### config.mk
export PLATFORM = sky130hd
export DESIGN_NAME = mem_data_access
export DESIGN_NICKNAME = d
export VERILOG_FILES = /design/src/rtl/mem_data_access.sv
export SDC_FILE = /design/constraint.sdc
export NUM_CORES = 1
export LEC_CHECK = 0
export CAP_MARGIN = 0
export CORE_AREA = 2 2 125 127
export DETAILED_ROUTE_END_ITERATION = 7
export DIE_AREA = 0 0 127 129
export PLACE_DENSITY = 0.69
export SKIP_CTS_REPAIR_TIMING = 1
export SYNTH_ARGS = -nofsm -noshare
export SYNTH_HDL_FRONTEND = slang
export SYNTH_SLANG_ARGS = --single-unit
### constraint.sdc
create_clock -name clk -period 1.95 [get_ports clk]
set_input_delay 0.2925 -clock clk [delete_from_list [all_inputs] [get_ports clk]]
set_output_delay 0.2925 -clock clk [all_outputs]
set_load 0.1 [all_outputs]
### src/rtl/mem_data_access.sv
// rtl/mem_data_access.sv - MEM-stage data-memory access unit (load/store FSM, alignment, writeback mux)
// Optional misalignment checking is enabled with `define MEM_ADDR_CHECK_EN.
module mem_data_access #(
  parameter int DATA_WIDTH = 32
) (
  input  logic                  clk,
  input  logic                  rst,
  input  logic                  flush,
  input  logic                  stall_current_stage,
  input  logic                  mem_en_in,
  input  logic                  mem_write_in,
  input  logic [1:0]            mem_size_in,
  input  logic                  mem_sign_ext_in,
  input  logic [DATA_WIDTH-1:0] addr_in,
  input  logic [DATA_WIDTH-1:0] write_data_in,
  input  logic [DATA_WIDTH-1:0] result_in,
  input  logic                  write_reg_en_in,
  input  logic [4:0]            write_reg_addr_in,
  input  logic [DATA_WIDTH-1:0] debug_pc_addr_in,
  output logic [DATA_WIDTH-1:0] result_out,
  output logic                  write_reg_en_out,
  output logic [4:0]            write_reg_addr_out,
  output logic [DATA_WIDTH-1:0] debug_pc_addr_out,
  output logic                  stall_request,
  output logic                  addr_err_out,
  output logic                  dbus_req,
  output logic                  dbus_wr,
  output logic [1:0]            dbus_size,
  output logic [DATA_WIDTH-1:0] dbus_addr,
  output logic [DATA_WIDTH-1:0] dbus_wdata,
  output logic [3:0]            dbus_wstrb,
  input  logic                  dbus_addr_ok,
  input  logic                  dbus_data_ok,
  input  logic [DATA_WIDTH-1:0] dbus_rdata
);

  typedef enum logic [1:0] {IDLE, REQ, WAIT, DONE} state_t;

  state_t          state, next_state;
  logic            discard, discard_next;
  logic [1:0]      lat_lo, lat_size;
  logic            lat_sign, lat_wr;
  logic [31:0]     load_buf;

  logic [1:0]      size_norm;
  logic [1:0]      addr_lo;
  logic            valid_access;
  logic [31:0]     shifted, load_aligned;

  assign size_norm = (mem_size_in == 2'd3) ? 2'd2 : mem_size_in;

`ifdef MEM_ADDR_CHECK_EN
  logic misaligned;
  assign misaligned   = ((size_norm == 2'd1) && addr_in[0]) ||
                        ((size_norm == 2'd2) && (addr_in[1:0] != 2'b00));
  assign addr_err_out = (state == IDLE) && mem_en_in && misaligned;
  assign addr_lo      = addr_in[1:0];
`else
  assign addr_err_out = 1'b0;
  // Without checking, silently round the address down to the access size.
  assign addr_lo      = (size_norm == 2'd2) ? 2'b00 :
                        (size_norm == 2'd1) ? {addr_in[1], 1'b0} : addr_in[1:0];
`endif

  assign valid_access = (state == IDLE) && mem_en_in && !flush && !addr_err_out;

  assign shifted = dbus_rdata >> {lat_lo, 3'b000};
  always_comb begin
    load_aligned = dbus_rdata;
    case (lat_size)
      2'd0:    load_aligned = {{24{lat_sign & shifted[7]}}, shifted[7:0]};
      2'd1:    load_aligned = {{16{lat_sign & shifted[15]}}, shifted[15:0]};
      default: load_aligned = dbus_rdata;
    endcase
  end

  always_ff @(posedge clk) begin
    if (rst) begin
      state    <= IDLE;
      discard  <= 1'b0;
      lat_lo   <= 2'b00;
      lat_size <= 2'd0;
      lat_sign <= 1'b0;
      lat_wr   <= 1'b0;
      load_buf <= 32'h0;
    end else begin
      state   <= next_state;
      discard <= discard_next;
      if (valid_access) begin
        lat_lo   <= addr_lo;
        lat_size <= size_norm;
        lat_sign <= mem_sign_ext_in;
        lat_wr   <= mem_write_in;
      end
      if (state == WAIT && dbus_data_ok && !discard && !flush)
        load_buf <= load_aligned;
    end
  end

  always_comb begin
    next_state    = state;
    discard_next  = discard;
    stall_request = 1'b0;
    dbus_req      = 1'b0;
    case (state)
      IDLE: begin
        discard_next = 1'b0;
        if (valid_access) begin
          stall_request = 1'b1;
          next_state    = REQ;
        end
      end
      REQ: begin
        stall_request = 1'b1;
        dbus_req      = 1'b1;
        if (dbus_addr_ok) begin
          next_state = WAIT;
          if (flush) discard_next = 1'b1;
        end else if (flush) begin
          next_state = IDLE;
        end
      end
      WAIT: begin
        stall_request = 1'b1;
        if (flush) discard_next = 1'b1;
        if (dbus_data_ok) begin
          discard_next = 1'b0;
          next_state   = (discard || flush) ? IDLE : DONE;
        end
      end
      DONE: begin
        if (flush || !stall_current_stage) next_state = IDLE;
      end
      default: next_state = IDLE;
    endcase
  end

  // Address/data come from the held EX/MEM inputs; the stall keeps them stable.
  assign dbus_wr   = lat_wr;
  assign dbus_size = lat_size;
  assign dbus_addr = {addr_in[31:2], lat_lo};

  always_comb begin
    dbus_wstrb = 4'b0000;
    dbus_wdata = write_data_in;
    case (lat_size)
      2'd0: begin
        dbus_wdata = {4{write_data_in[7:0]}};
        if (lat_wr) dbus_wstrb = 4'b0001 << lat_lo;
      end
      2'd1: begin
        dbus_wdata = {2{write_data_in[15:0]}};
        if (lat_wr) dbus_wstrb = lat_lo[1] ? 4'b1100 : 4'b0011;
      end
      default: begin
        dbus_wdata = write_data_in;
        if (lat_wr) dbus_wstrb = 4'b1111;
      end
    endcase
  end

  assign result_out         = (state == DONE && !lat_wr) ? load_buf : result_in;
  assign write_reg_en_out   = write_reg_en_in & ~flush & ~addr_err_out;
  assign write_reg_addr_out = write_reg_addr_in;
  assign debug_pc_addr_out  = debug_pc_addr_in;

endmodule
**Word level (Yosys, flattened, before mapping)**

Index checks and enable logic that the tools add are counted.

- Logic and storage cells: 68
- Input bits: 177
- Register bits: 41
- Output and inout port bits: 144

- Equal/unequal tests: 12
- Bitwise operators: 4
- Shift operators: 2
- Mux-type cells: 25
- Reductions and logical operators: 18

Operator list:

| kind | number |
|---|---|
| 32-bit one-hot mux with 2 select lines | 2 |
| 32-bit 2-to-1 mux | 1 |
| 32-bit by 5-bit >> shifter with 16-bit output | 1 |
| 2-bit 2-to-1 mux | 8 |
| 4-bit 2-to-1 mux | 4 |
| 2-bit == test (second input constant) | 4 |
| 2-bit != test (second input constant) | 4 |
| 2-bit one-hot mux with 4 select lines | 1 |
| 4-bit one-hot mux with 2 select lines | 1 |
| 2-bit by 1-bit == test with 1-bit output (second input constant) | 3 |
| 1-bit logical AND | 6 |
| 1-bit 2-to-1 mux | 6 |
| 1-bit logical NOT | 4 |
| 2-bit logical NOT | 2 |
| 4-bit AND reduction | 1 |
| 1-bit by 2-bit left shift with 4-bit output (first input constant) | 1 |
| 1-bit bitwise AND | 3 |
| 3-bit != test (second input constant) | 1 |
| 1-bit one-hot mux with 3 select lines | 1 |
| 3-bit nonzero test | 1 |
| 1-bit logical OR | 2 |
| 1-bit one-hot mux with 2 select lines | 1 |
| 2-bit AND reduction | 1 |
| 2-bit OR reduction | 1 |
| 1-bit NOT | 1 |

**Longest topological paths before layout**

Gate-level depths: netlist of run 1.

- Depth in word-level cells: 5
- Mapped depth: 8
- Gate-level depth less buffers: 6

**Worst setup path after synthesis of run 1**

Ideal clock, no wire load.

- Kind: reg-to-output
- From: register lat_size[0] (netlist: dbus_size[0])
- To: output dbus_wstrb[3]
- Setup slack: -2.345 ns
- Data arrival time: 4.002 ns
- Cell stages (with the launch flop): 5
- Cell sequence: dfxtp_1 > buf_2 > buf_1 > o21ai_0 > a21boi_0

- Word-level cells in the longest chain between the ends: 2

Ends and longest elaborated chain:

| item | line | text |
|---|---|---|
| start: declaration | 41 | `logic [1:0] lat_lo, lat_size;` |
| start signal: assignment | 91 | `lat_size <= size_norm;` |
| 2-bit by 1-bit == test with 1-bit output / 2-bit logical NOT (equally long branches) | 146 | `case (lat_size)` |
| 4-bit one-hot mux with 2 select lines (*) | 146 |  |
| end: declaration | 31 | `output logic [3:0] dbus_wstrb,` |

Every way passes the cells marked *; elsewhere a longest branch is shown, timed or not.

**Worst setup path in the final report of run 1**

- From: register state[1]
- To: output result_out[6]

- Word-level cells in the longest chain between the ends: 3

Ends and longest elaborated chain:

| item | line | text |
|---|---|---|
| start: declaration | 39 | `state_t state, next_state;` |
| start signal: assignment | 87 | `state <= next_state;` |
| 2-bit == test | 162 | `assign result_out = (state == DONE && !lat_wr) ? load_buf : result_in;` |
| 1-bit logical AND | 162 |  |
| 32-bit 2-to-1 mux | 162 |  |
| end: declaration | 20 | `output logic [DATA_WIDTH-1:0] result_out,` |

Every way passes these cells.

==> metrics, run 1 <==
WP data arrival=between 1.5 and 2 ns; Final Non-Filler Cells=~740; total track usage=between 10 and 15%; DR vias=3,555; Gate Count Post-Synth=~440; maxcap violations=0; ant diodes=0; Syn-to-layout area delta=82.7%; I/O Buffers=approximately 190; Via density=~4.8; CP Max Fanout=8; maximum vdd drop=0.000313 V; CTS H-Tree Depth=2; Setup WS post-layout=~0.000055 ns; Final nets=approximately 730; hold crit path type=flop to flop; syn_nets=around 620; Seq/Total Area, Yosys=between 20% and 30%; filler cell count=around 1,400; gr ovfl total=0; Iter 0 DRT Violations=about 150; drt pass-1 iters=4; WL per Instance=18.4 um; RSZ-0062 raised after global routing=true; main flop type after synthesis=dfxtp_1; Max clock buf depth=2; Cell variety after synth=a little over 40; first-pass GRT wire length=19,300 um; FMAX=roughly 510 MHz; Async SR Flop Fraction=0%; fin crit period=1.95 ns; Ys Warns=0; clock-pin transition on the worst setup and hold timing paths=0.06 ns; area of the multi-input gates=2310 um2; Fin Setup TNS=0 ns; synthesized flop and latch total=a little over 40; DRC viols=0; clock latency on the worst-skew pair=~0.28 ns; vias in the first global route=between 3,000 and 4,000; metal2 WL=7190 um; starting density of the core=23.6%; Synth Cell Area=roughly 3500 um2; Die ar.=approximately 16,000 um2; Hold Fails Final Rpt=0; Die Y=~130 um; commonest non-fill, non-tap cells in the layout=109 x clkdlybuf4s50_1, 79 x buf_12, 50 x nand2_1; PD cells=586 nW/um2; clock sinks=slightly above 40; critical path endpoint category=output port; TritonCTS clock tree=done; Post-synth EDFFs=0; Final Setup Violations=0; met3 routed WL=approximately 1100 um; nature of the critical path startpoint=flop; largest net degree at the start of global routing=42; Clock Skews=0.00442 ns; Post-DRT Antenna Nets=0; max layer used=met4; row count=45; clock root buffer=clkbuf_16; critical path class=flop to output port; die span in x=127 um; most common cell after layout, fill and taps aside=clkdlybuf4s50_1; RePlAce Congestion=between 0.7 and 0.8; DP Worst Slack=-0.125 ns; mean post-synth cell area=between 8 and 9 um2; Num CTS Buffers=5; initial antenna violation count=0; Hold Slack=~0.46 ns; final wirelength=around 13,000 um; critical path required time=1.66 ns; layout cells sized above 1=33.8%; Detailed Place HPWL=10,700 um; Final Max Tran Viols=0; Ports=between 300 and 400; Final Cycle Share=100%; Post-Route M1 WL=just under 5000 um; DP Cell Count=about 720; status=finished clean; Core Area=15,000 um2; leakage power=roughly 2.5 nW; Register Area=845 um2
==> worst max-delay path: stages (launching register included) <==
cell	delay, ns
dfxtp_4	0.37
ha_4	0.17
nand2b_4	0.13
buf_6	0.20
mux2_4	0.33
buf_12	0.17
==> metal layers <==
metal / GRT usage, % / vias up
li1: - / 1676
met4: 5.95 / 0
met3: 4.20 / 38
met1: 15.9 / 1686
met5: 0 / -
met2: 28.1 / 155
==> report_power, final <==
group,leakage (nW),internal (mW),switching (mW)
registers,0.336,0.849,0.0294
logic,2.04,0.802,1.19
clock network,0.0813,0.587,0.323
total,2.46,2.24,1.54
==> cell families (layout without fill, tap and decap cells) <==
logic type               count (synthesis)  count (layout)  share of synthesized area, %
AO/OA/AOI/OAI                           93              93                          19.0
adder cells (fa/ha/maj)                  6               6                          2.13
buffers and inverters                  114             222                          20.8
flip-flops                              41              41                          23.3
multiplexers                            62              62                          19.4
other                                    1               1                         0.106
AND/OR/NAND/NOR                        122             122                          15.4
==> through the flow <==
step                      power [mW]  utilization [%]  area [um2]
final                           3.78             43.0        6440
after global routing            3.91             43.0        6440
after CTS                       3.80             41.9        6280
after detailed placement        2.87             40.8        6110
after global placement          2.85             40.8        6110
after floorplan                 2.72                -        3810
==> cells in the mapped netlist (2+ instances only) <==
master	instances	area [um2]
a2bb2oi_1	7	61.3
nand3b_1	8	60.1
mux2_1	2	22.5
o21ai_0	11	55.1
nor3b_1	3	22.5
ha_1	6	75.1
nor2b_1	4	25.0
nand2_1	59	221
clkbuf_1	15	56.3
mux2_2	38	428
buf_1	6	22.5
a21oi_1	17	85.1
o211ai_1	14	105
buf_2	10	50.1
dfxtp_1	41	821
nand2b_1	5	31.3
buf_4	76	571
inv_1	5	18.8
and2_1	2	12.5
a211oi_1	25	188
o21a_1	3	22.5
nor2_1	36	135
o221ai_1	7	61.3
mux2i_1	21	210
a311oi_1	2	17.5
==> worst paths after layout <==
| path | start | to | slack [ns] | depth (start not counted) |
|---|---|---|---|---|
| worst min-delay path | load_buf[3] | load_buf[3] | 0.46 | 2 |
| worst max-delay path | state[1] | result_out[6] | 0.00005 | 5 |
| worst min register to register | load_buf[3] | load_buf[3] | 0.46 | 2 |
| worst max register to register | state[0] | load_buf[31] | 0.17 | 7 |
==> flip-flops by register name, indices dropped and copies added, names as in the netlist <==
signal     flops
discard        1
state          2
dbus_size      2
load_buf      32
lat_sign       1
lat_lo         2
dbus_wr        1
==> cell type report <==
| cell class | count | area share [%] |
|---|---|---|
| multi-input cells | 284 | 35.8 |
| inverters | 6 | 0.350 |
| flip-flops and latches | 41 | 13.1 |
| repair buffers | 208 | 44.4 |
| well taps | 188 | 3.65 |
| clock buffers | 7 | 2.54 |
| clock inverters | 1 | 0.117 |
Power figures use the tool's default switching activity.
==> run 2, diff against run 1 <==
--- a/config.mk
+++ b/config.mk
@@ -6,10 +6,11 @@
 export NUM_CORES = 1
 export LEC_CHECK = 0
 export CAP_MARGIN = 0
-export CORE_AREA = 2 2 125 127
+export CORE_AREA = 2 2 123 125
+export CTS_BUF_LIST = sky130_fd_sc_hd__clkbuf_2 sky130_fd_sc_hd__clkbuf_4 sky130_fd_sc_hd__clkbuf_8
 export DETAILED_ROUTE_END_ITERATION = 7
-export DIE_AREA = 0 0 127 129
-export PLACE_DENSITY = 0.69
+export DIE_AREA = 0 0 125 127
+export PLACE_DENSITY = 0.71
 export SKIP_CTS_REPAIR_TIMING = 1
 export SYNTH_ARGS = -nofsm -noshare
 export SYNTH_HDL_FRONTEND = slang
==> constraint.sdc (replaced) <==
create_clock -name clk -period 2.4 [get_ports clk]
set_input_delay 0.36 -clock clk [delete_from_list [all_inputs] [get_ports clk]]
set_output_delay 0.36 -clock clk [all_outputs]
set_load 0.1 [all_outputs]
==> run 2 against run 1 <==
Sequential power is 19% lower; die area decreased by 3.1%; final cell count shrank 2.3%; combinational power decreased by 22%; clock-buffer cell count is the same; clock power is 35% lower; sequential share of layout area up 0.83 points; register-to-register slack improved by 0.18 ns; global-route usage grew 0.79 points; final area down 7.6%; first-iteration DRC count shrank 18%; via count decreased by 0.93%; critical path type unchanged; critical endpoint unchanged.
==> metrics, run 2 (synthesis results as in run 1) <==
Seq pwr share=approximately a quarter; initial antenna violation count=0; Top reg by flops=load_buf; Clk pwr share=about 21%; DRC viols=0; Syn-to-layout area delta=68.7%; switching share of total power=approximately 42%; leakage power=between 2 and 2.5 nW; TritonCTS clock tree=done; Final Cycle Share=89.5%; first-pass GRT wire length=around 20,000 um; filler cell count=1,389; Register Area=between 800 and 900 um2; status=finished clean; Num CTS Buffers=5; maximum vdd drop=0.000215 V; critical path required time=between 2 and 2.5 ns; ant diodes=0; Hold Fails Final Rpt=0; post-layout util=about two fifths; Die ar.=about 16,000 um2; clock root buffer=clkbuf_8; DR vias=between 3,000 and 4,000; Core Area=around 14,000 um2; total track usage=~16%; Tot Pwr=2.85 mW; crit-path leading delay family=multiplexers; Final Setup Violations=0; Via density=4.91; Sw Pwr=1.21 mW; die span in x=125 um; Max-slew headroom=48.1%; maxcap violations=0; FMAX=around 470 MHz; fin crit period=approximately 2.1 ns; hold crit path type=flop to flop; clock latency on the worst-skew pair=roughly 0.29 ns; row count=44; commonest non-fill, non-tap cells in the layout=108 x clkdlybuf4s50_1, 73 x buf_12, 51 x nand2_1; CP peak stage delay=0.39 ns; Ports=roughly 320; max reg flops=32; CP Max Fanout=32; power share of the combinational group=around 55%; starting density of the core=between 20% and 30%; PD cells=about 480 nW/um2; CTS H-Tree Depth=2; Crit path top cell by count=buf_12; Die Y=127 um; Post-DRT Antenna Nets=0; WP data arrival=1.79 ns; Detailed Place HPWL=10,500 um; critical path endpoint category=output port; RePlAce Congestion=0.827; RSZ-0062 raised after global routing=false; Final nets=just over 700; clock sinks=between 40 and 50; layout cells sized above 1=roughly a third; Iter 0 DRT Violations=around 130; largest net degree at the start of global routing=42; Max clock buf depth=2; I/O Buffers=about 190; most common cell after layout, fill and taps aside=clkdlybuf4s50_1; gr ovfl total=0; vias in the first global route=approximately 3,700; WL per Instance=18.1 um; drt pass-1 iters=4; area of the multi-input gates=approximately 2100 um2; nature of the critical path startpoint=flop; Final Max Tran Viols=0; clock-pin transition on the worst setup and hold timing paths=~0.070 ns; critical path class=flop to output port; final wirelength=13,000 um; Clock Skews=~0.0061 ns; Slowest-stage cell, CP=mux2_2; CP Buf/Inv Count=2; crit path cell chain=ha_1 -> nand2b_2 -> buf_12 -> mux2_2 -> buf_12; Least-Margin Pin Slew=approximately 0.78 ns; internal power=approximately 1.6 mW
-- run 2: cell types whose count changed in the layout (fill, tap and decap cells not counted), sizes merged --
| cell | before | now |
|---|---|---|
| buf | 97 | 87 |
| bufinv | 0 | 1 |
| clkbuf | 9 | 7 |
| clkdlybuf4s50 | 109 | 108 |
| clkinvlp | 1 | 0 |
-- run 2: layout make-up --
type / instances / share of cell area, %
Clock buffer: 7 / 1.51
Clock inverter: 1 / 0.505
Inverter: 6 / 0.378
Multi-Input combinational cell: 284 / 35.4
Sequential cell: 41 / 13.9
Tap cell: 184 / 3.87
Timing Repair Buffer: 195 / 44.4
-- run 2: path summary, 6_finish.rpt --
check	from	to	slack [ns]	depth (start not counted)
worst max-delay path	state[1]	result_out[6]	0.25	5
worst min-delay path	load_buf[5]	load_buf[5]	0.47	2
worst max register to register	state[0]	load_buf[22]	0.35	6
worst min register to register	load_buf[5]	load_buf[5]	0.47	2
-- run 2: per-stage QoR --
step                      instances  setup WS, ns  hold WS (ns)  setup TNS, ns  area [um2]
after global placement          710         0.163         0.456              0        5830
after CTS                       718        0.0460         0.476              0        5950
final                           718         0.253         0.468              0        5950
after detailed placement        710         0.111         0.463              0        5830
after floorplan                 439       -0.0634         0.434        -0.0968        3660
after global routing            718         0.160         0.491              0        5950
-- run 2: per-layer routing --
layer / GRT usage (%) / up-vias / part of all wire (%)
li1: - / 1648 / -
met1: 18.1 / 1663 / 38
met2: 28.3 / 175 / 51
met3: 4.19 / 36 / 8.3
met4: 5.75 / 0 / 3.0
met5: 0 / - / 0
-- run 2: power groups by stage --
stage	Clock, mW	Combinational, mW	Sequential [mW]
after floorplan	0	1.44	0.740
after global placement	0	1.54	0.724
after detailed placement	0	1.56	0.725
after CTS	0.605	1.56	0.709
after global routing	0.639	1.61	0.711
final	0.588	1.56	0.709
-- run 2: worst reg2reg max path: cells and delay by family, from the launching register on --
kind / cells / cell delay [ns]
simple gates: 2 / 0.67
compound gates: 2 / 0.55
flops: 1 / 0.35
fa+ha+maj: 1 / 0.21
buf+inv: 1 / 0.14
==> run 3, diff against run 2 <==
--- a/config.mk
+++ b/config.mk
@@ -5,6 +5,7 @@
 export SDC_FILE = /design/constraint.sdc
 export NUM_CORES = 1
 export LEC_CHECK = 0
+export ABC_CLOCK_PERIOD_IN_PS = 2400
 export CAP_MARGIN = 0
 export CORE_AREA = 2 2 123 125
 export CTS_BUF_LIST = sky130_fd_sc_hd__clkbuf_2 sky130_fd_sc_hd__clkbuf_4 sky130_fd_sc_hd__clkbuf_8
==> results of run 3 <==
Same layout as run 2: the final DEF is identical, and so are final timing and power.
